**config.mk**
```make
export PLATFORM = sky130hd
export DESIGN_NAME = uart_tx_engine_flat
export DESIGN_NICKNAME = d
export VERILOG_FILES = /design/src/rtl/uart_pkg.sv /design/src/rtl/uart_tx_engine_if.sv /design/src/rtl/uart_baud_counter.sv /design/src/rtl/uart_tx_engine.sv /design/src/flat_wrapper.sv
export SDC_FILE = /design/constraint.sdc
export NUM_CORES = 1
export LEC_CHECK = 0
export ABC_CLOCK_PERIOD_IN_PS = 2130
export BUFFER_PORTS_ARGS = -buffer_cell sky130_fd_sc_hd__clkbuf_2
export CAP_MARGIN = 20
export CORE_MARGIN = 2
export CORE_UTILIZATION = 47
export CTS_CLUSTER_SIZE = 12
export DETAILED_ROUTE_END_ITERATION = 12
export MAX_ROUTING_LAYER = met4
export PLACE_DENSITY = 0.66
export SETUP_SLACK_MARGIN = 0.02
export SLEW_MARGIN = 20
export SYNTH_ARGS = -nofsm -noshare
export SYNTH_HDL_FRONTEND = slang
export SYNTH_SLANG_ARGS = --single-unit
```
**constraint.sdc**
```tcl
create_clock -name clk -period 2.13 [get_ports clk]
set_clock_uncertainty 0.15 [all_clocks]
set_input_delay 0.426 -clock clk [delete_from_list [all_inputs] [get_ports clk]]
set_output_delay 0.426 -clock clk [all_outputs]
set_load 0.02 [all_outputs]
```
**src/rtl/uart_pkg.sv**
```systemverilog
// Shared UART definitions: TX state encoding, default parameters, parity helper.
package uart_pkg;

  localparam int DEFAULT_DATA_BITS    = 8;
  localparam int DEFAULT_CLKS_PER_BIT = 16;
  localparam int DEFAULT_PARITY_EN    = 1;
  localparam int DEFAULT_PARITY_ODD   = 0;
  localparam int DEFAULT_STOP_BITS    = 1;
  localparam int MAX_DATA_BITS        = 9;

  typedef enum logic [2:0] {
    IDLE,
    POP,
    WAIT,
    START,
    DATA,
    PARITY,
    STOP
  } tx_state_t;

  // Zero-extended data does not change the XOR reduction, so one width serves all frames.
  function automatic logic calc_parity(input logic [MAX_DATA_BITS-1:0] data, input logic odd);
    return (^data) ^ odd;
  endfunction

endpackage

```
**src/rtl/uart_tx_engine_if.sv**
```systemverilog
// TX FIFO read-side handshake: the engine (master) pops, the FIFO (slave) supplies data.
interface uart_tx_engine_if import uart_pkg::*; #(
  parameter int DATA_BITS = DEFAULT_DATA_BITS
);

  logic [DATA_BITS-1:0] FIFO_Data;
  logic                 FIFO_Empty;
  logic                 Pop_Data;

  modport master (
    input  FIFO_Data,
    input  FIFO_Empty,
    output Pop_Data
  );

  modport slave (
    output FIFO_Data,
    output FIFO_Empty,
    input  Pop_Data
  );

endinterface

```
**src/rtl/uart_baud_counter.sv**
```systemverilog
// Bit-period down-counter shared by the UART transmitter and receiver.
module uart_baud_counter import uart_pkg::*; #(
  parameter int CLKS_PER_BIT = DEFAULT_CLKS_PER_BIT
) (
  input  logic clk,
  input  logic rst,
  input  logic load,
  output logic tick
);

  localparam int            CW     = $clog2(CLKS_PER_BIT);
  localparam logic [CW-1:0] RELOAD = CW'(CLKS_PER_BIT - 1);

  logic [CW-1:0] cnt;

  // Reload on request, otherwise count down and hold at zero.
  always_ff @(posedge clk) begin
    if (rst) begin
      cnt <= '0;
    end else if (load) begin
      cnt <= RELOAD;
    end else if (cnt != '0) begin
      cnt <= cnt - CW'(1);
    end
  end

  assign tick = (cnt == '0);

endmodule

```
**src/rtl/uart_tx_engine.sv**
```systemverilog
// UART transmit engine: pops bytes from the TX FIFO and serialises them onto Tx.
module uart_tx_engine import uart_pkg::*; #(
  parameter int DATA_BITS    = DEFAULT_DATA_BITS,
  parameter int CLKS_PER_BIT = DEFAULT_CLKS_PER_BIT,
  parameter int PARITY_EN    = DEFAULT_PARITY_EN,
  parameter int PARITY_ODD   = DEFAULT_PARITY_ODD,
  parameter int STOP_BITS    = DEFAULT_STOP_BITS
) (
  input  logic              clk,
  input  logic              rst,
  uart_tx_engine_if.master  fifo,
  input  logic              BIST_Mode,
  output logic              Tx,
  output logic              Tx_Busy,
  output logic              Tx_Done
);

  localparam int             BCW       = $clog2(DATA_BITS + 1);
  localparam logic [BCW-1:0] LAST_DATA = BCW'(DATA_BITS - 1);
  localparam logic [BCW-1:0] LAST_STOP = BCW'(STOP_BITS - 1);

  tx_state_t            state;
  logic [DATA_BITS-1:0] shreg;
  logic [BCW-1:0]       bit_cnt;
  logic                 par_bit;
  logic                 tick;
  logic                 baud_load;

  // Start the bit timer when leaving WAIT and restart it at every bit boundary except the last.
  always_comb begin
    baud_load = 1'b0;
    case (state)
      WAIT:                 baud_load = 1'b1;
      START, DATA, PARITY:  baud_load = tick;
      STOP:                 baud_load = tick && (bit_cnt != LAST_STOP);
      default:              baud_load = 1'b0;
    endcase
  end

  uart_baud_counter #(
    .CLKS_PER_BIT(CLKS_PER_BIT)
  ) u_baud (
    .clk (clk),
    .rst (rst),
    .load(baud_load),
    .tick(tick)
  );

  // Frame sequencer; Tx is registered, so each transition edge loads the level of the next bit.
  always_ff @(posedge clk) begin
    if (rst) begin
      state         <= IDLE;
      Tx            <= 1'b1;
      fifo.Pop_Data <= 1'b0;
      Tx_Busy       <= 1'b0;
      Tx_Done       <= 1'b0;
      shreg         <= '0;
      bit_cnt       <= '0;
      par_bit       <= 1'b0;
    end else begin
      fifo.Pop_Data <= 1'b0;
      Tx_Done       <= 1'b0;
      case (state)
        IDLE: begin
          Tx <= 1'b1;
          if (!fifo.FIFO_Empty && !BIST_Mode) begin
            state         <= POP;
            fifo.Pop_Data <= 1'b1;
            Tx_Busy       <= 1'b1;
          end
        end
        POP: begin
          state <= WAIT;
        end
        WAIT: begin
          shreg   <= fifo.FIFO_Data;
          par_bit <= calc_parity(MAX_DATA_BITS'(fifo.FIFO_Data), 1'(PARITY_ODD));
          Tx      <= 1'b0;
          state   <= START;
        end
        START: begin
          if (tick) begin
            Tx      <= shreg[0];
            shreg   <= shreg >> 1;
            bit_cnt <= '0;
            state   <= DATA;
          end
        end
        DATA: begin
          if (tick) begin
            if (bit_cnt == LAST_DATA) begin
              bit_cnt <= '0;
              if (PARITY_EN != 0) begin
                Tx    <= par_bit;
                state <= PARITY;
              end else begin
                Tx    <= 1'b1;
                state <= STOP;
              end
            end else begin
              Tx      <= shreg[0];
              shreg   <= shreg >> 1;
              bit_cnt <= bit_cnt + BCW'(1);
            end
          end
        end
        PARITY: begin
          if (tick) begin
            Tx    <= 1'b1;
            state <= STOP;
          end
        end
        STOP: begin
          if (tick) begin
            if (bit_cnt == LAST_STOP) begin
              bit_cnt <= '0;
              Tx_Busy <= 1'b0;
              Tx_Done <= 1'b1;
              state   <= IDLE;
            end else begin
              bit_cnt <= bit_cnt + BCW'(1);
            end
          end
        end
        default: begin
          state <= IDLE;
        end
      endcase
    end
  end

endmodule

```
**src/flat_wrapper.sv**
```systemverilog
// flat-port wrapper written by rule: the top's interface ports become plain ports
module uart_tx_engine_flat import uart_pkg::*;
#(
  parameter int DATA_BITS    = DEFAULT_DATA_BITS,
  parameter int CLKS_PER_BIT = DEFAULT_CLKS_PER_BIT,
  parameter int PARITY_EN    = DEFAULT_PARITY_EN,
  parameter int PARITY_ODD   = DEFAULT_PARITY_ODD,
  parameter int STOP_BITS    = DEFAULT_STOP_BITS
)
  (clk, rst, BIST_Mode, Tx, Tx_Busy, Tx_Done, fifo_FIFO_Data, fifo_FIFO_Empty, fifo_Pop_Data);
  uart_tx_engine_if #(.DATA_BITS(DATA_BITS)) fifo_i ();
  input  logic clk;
  input  logic rst;
  input  logic BIST_Mode;
  output logic Tx;
  output logic Tx_Busy;
  output logic Tx_Done;
  input wire logic [$bits(fifo_i.FIFO_Data)-1:0] fifo_FIFO_Data;
  input wire logic [$bits(fifo_i.FIFO_Empty)-1:0] fifo_FIFO_Empty;
  output wire logic [$bits(fifo_i.Pop_Data)-1:0] fifo_Pop_Data;
  assign fifo_i.FIFO_Data = fifo_FIFO_Data;
  assign fifo_i.FIFO_Empty = fifo_FIFO_Empty;
  assign fifo_Pop_Data = fifo_i.Pop_Data;
  uart_tx_engine #(.DATA_BITS(DATA_BITS), .CLKS_PER_BIT(CLKS_PER_BIT), .PARITY_EN(PARITY_EN), .PARITY_ODD(PARITY_ODD), .STOP_BITS(STOP_BITS)) u_core (.clk(clk), .rst(rst), .fifo(fifo_i), .BIST_Mode(BIST_Mode), .Tx(Tx), .Tx_Busy(Tx_Busy), .Tx_Done(Tx_Done));
endmodule
```
==> impl_metrics.env <==
export IMPL_status="finished clean"
export IMPL_vdd_drop_max_v=0.000742
export IMPL_grt_max_degree=17
export IMPL_gp_congestion=0.807
export IMPL_slew_viol_final=0
export IMPL_initial_core_util=0.498
export IMPL_synth_most_common_cell="dfxtp_1"
export IMPL_ctsHoldBuffers=0
export IMPL_port_buffer_count=15
export IMPL_area_growth_pct=10.4
export IMPL_worstSetupPathType="register to register"
export IMPL_postPlaceCellArea_um2=1640
export IMPL_htree_levels=1
export IMPL_cp_required_ns=2.18
export IMPL_cts_tree="yes"
export IMPL_syn_inst=165
export IMPL_die_h_um=60.9
export IMPL_ioPinCount=16
export IMPL_clock_sinks=24
export IMPL_fin_crit_ns=1.95
export IMPL_grt_usage=0.198
export IMPL_p_leak_nw=0.593
export IMPL_r2r_slack_ns=0.18
export IMPL_antenna_found_initial=0
export IMPL_grt_pass1_vias=1209
export IMPL_synth_avg_cell_area_um2=9.21
export IMPL_grt_pass1_wl_um=5330
export IMPL_start_kind="register"
export IMPL_tns_ns=0
export IMPL_finalCritPeriodShare=0.917
export IMPL_core_um2=3050
export IMPL_clk_pin_slew_ns=0.13
export IMPL_clkLatencyLatePin_ns=0.32
export IMPL_cts_setup_buffers=0
export IMPL_rsz0062_at_grt="no"
export IMPL_drc_errors=0
export IMPL_hold_violations=0
export IMPL_synth_seq_cells=24
export IMPL_endpoint_kind="register"
export IMPL_total_power_mw=2.05
export IMPL_stdcell_area_um2=1680
export IMPL_fillerInstances=299
export IMPL_fp_row_count=20
export IMPL_maxCapViolations=0
export IMPL_ys_flop_type="dfxtp_1"
export IMPL_diodes=0
export IMPL_finish_utilization=0.550
export IMPL_ys_seq_area_frac=0.316
export IMPL_die_area_um2=3710
export IMPL_synth_common_cells="24 x dfxtp_1, 17 x a21oi_1, 11 x nor2_1, 8 x mux2i_1, 8 x xnor2_1"
export IMPL_clock_fmax_mhz=512
export IMPL_yosys_top_cells_area="dfxtp_1 32%, a21oi_1 5.6%, mux2i_1 5.3%, xnor2_1 4.6%, a311oi_2 3.0%"
export IMPL_synth_largest_area_cell="dfxtp_1"
export IMPL_setup_viol_count_final=0
export IMPL_cts_buffers=3
export IMPL_dr_pass1_iters=4
export IMPL_hp_class="input port to register"
export IMPL_power_density_nw_per_um2=1220
export IMPL_drtIter0Drc=55
export IMPL_cp_max_fo=7
export IMPL_synth_fp_nets=180
export IMPL_grt_overflow_total=0
export IMPL_cts_buffer_depth=2
export IMPL_post_drt_wl_per_cell_um=14.0
export IMPL_vias_per_cell=5.85
export IMPL_dp_hpwl_um=2440
export IMPL_synth_distinct_cells=51
export IMPL_arrival_ns=2.00
export IMPL_async_flop_share=0
export IMPL_root_buffer="clkbuf_4"
export IMPL_worst_slew_pin_slew_ns=0.518
export IMPL_synthesis_area_um2=1520
export IMPL_synth_top_area_frac=0.316
export IMPL_die_w_um=60.9
export IMPL_vias=1317
export IMPL_drive_gt1_frac=0.243
export IMPL_synth_edf_count=0
export IMPL_yosysWarningCount=0
export IMPL_drt_total_wl_um=3140
export IMPL_nets=198
export IMPL_ant_nets=0
export IMPL_cts_resized=0
export IMPL_relSlewSlack=0.654
==> power breakdown <==
part	total, mW	internal [mW]	switching [mW]	leakage, nW
Clock	0.201	0.0664	0.134	0.0138
Combinational	1.11	0.514	0.601	0.382
Sequential	0.731	0.583	0.149	0.197
Total	2.05	1.16	0.883	0.593
==> cells by family after synthesis <==
kind of cell / synth area share
compound gates: 0.291
simple gates: 0.199
flops: 0.316
buf+inv: 0.0700
xor+xnor: 0.0461
mux: 0.0527
fa+ha+maj: 0.0247
==> area by class of cell <==
cell class / count / area (µm²) / area share
multi-input combinational: 123 / 947 / 0.565
sequential: 24 / 480 / 0.286
tap: 44 / 55.1 / 0.0328
timing repair buffer: 25 / 150 / 0.0895
clock buffer: 3 / 22.5 / 0.0134
inverter: 6 / 22.5 / 0.0134
==> critical path, cell delays in order, from the launching register on <==
cell and delay (ns):
dfxtp_1 0.35, inv_1 0.07, ha_1 0.24, nor3b_4 0.37
a21oi_1 0.07, nor4_1 0.43, a311oi_1 0.16
==> final timing paths <==
| path | start | to | cells after the start |
|---|---|---|---|
| worst min-delay path | fifo_FIFO_Data[7] | u_core.shreg[7]$_SDFFE_PP0P_ | 3 |
| worst max register to register | u_core.u_baud.cnt[0]$_SDFFE_PP0P_ | u_core.state[2]$_SDFFE_PP0P_ | 6 |
| worst min register to register | u_core.bit_cnt[0]$_SDFFE_PP0P_ | u_core.bit_cnt[0]$_SDFFE_PP0P_ | 2 |
| worst max-delay path | u_core.u_baud.cnt[0]$_SDFFE_PP0P_ | u_core.state[2]$_SDFFE_PP0P_ | 6 |
==> flip-flops by register name, summed over array words and instances (netlist names) <==
signal	count
u_core.par_bit	1
u_core.state	3
u_core.shreg	8
u_core.Tx	1
u_core.bit_cnt	4
u_core.u_baud.cnt	4
u_core.fifo.Pop_Data	1
u_core.Tx_Done	1
u_core.Tx_Busy	1
==> through the flow <==
stage	hold slack [ns]	cells	setup slack, ns
detailed placement	0.342	222	0.0995
global placement	0.328	222	0.202
floorplan	0.312	165	0.305
CTS	0.210	225	0.0649
global route	0.212	225	0.0359
finish	0.212	225	0.177
==> routing by layer <==
metal,part of all wire,GRT usage,vias up
met5,0,-,-
met3,0.039,0.0554,6
met2,0.49,0.315,28
li1,-,-,653
met1,0.46,0.242,630
met4,0.015,0.0652,0
==> placed cells by master (no fill, tap or decap), types with 3 or more instances in the layout <==
master and instances:
a311oi_2 3, nor2b_1 4, clkbuf_2 15, o21ai_0 3
nor3_1 3, nand2b_1 3, xnor2_1 8, dfxtp_1 24
nor3b_1 5, clkbuf_4 3, ha_1 3, nand2_1 4
buf_4 10, a211oi_1 3, a21oi_2 3, mux2i_1 8
o211ai_1 3, a221oi_1 3, inv_1 6, nor2_1 11
a21oi_1 17, a311oi_1 5
No activity file was read; power rests on OpenSTA's default activity.
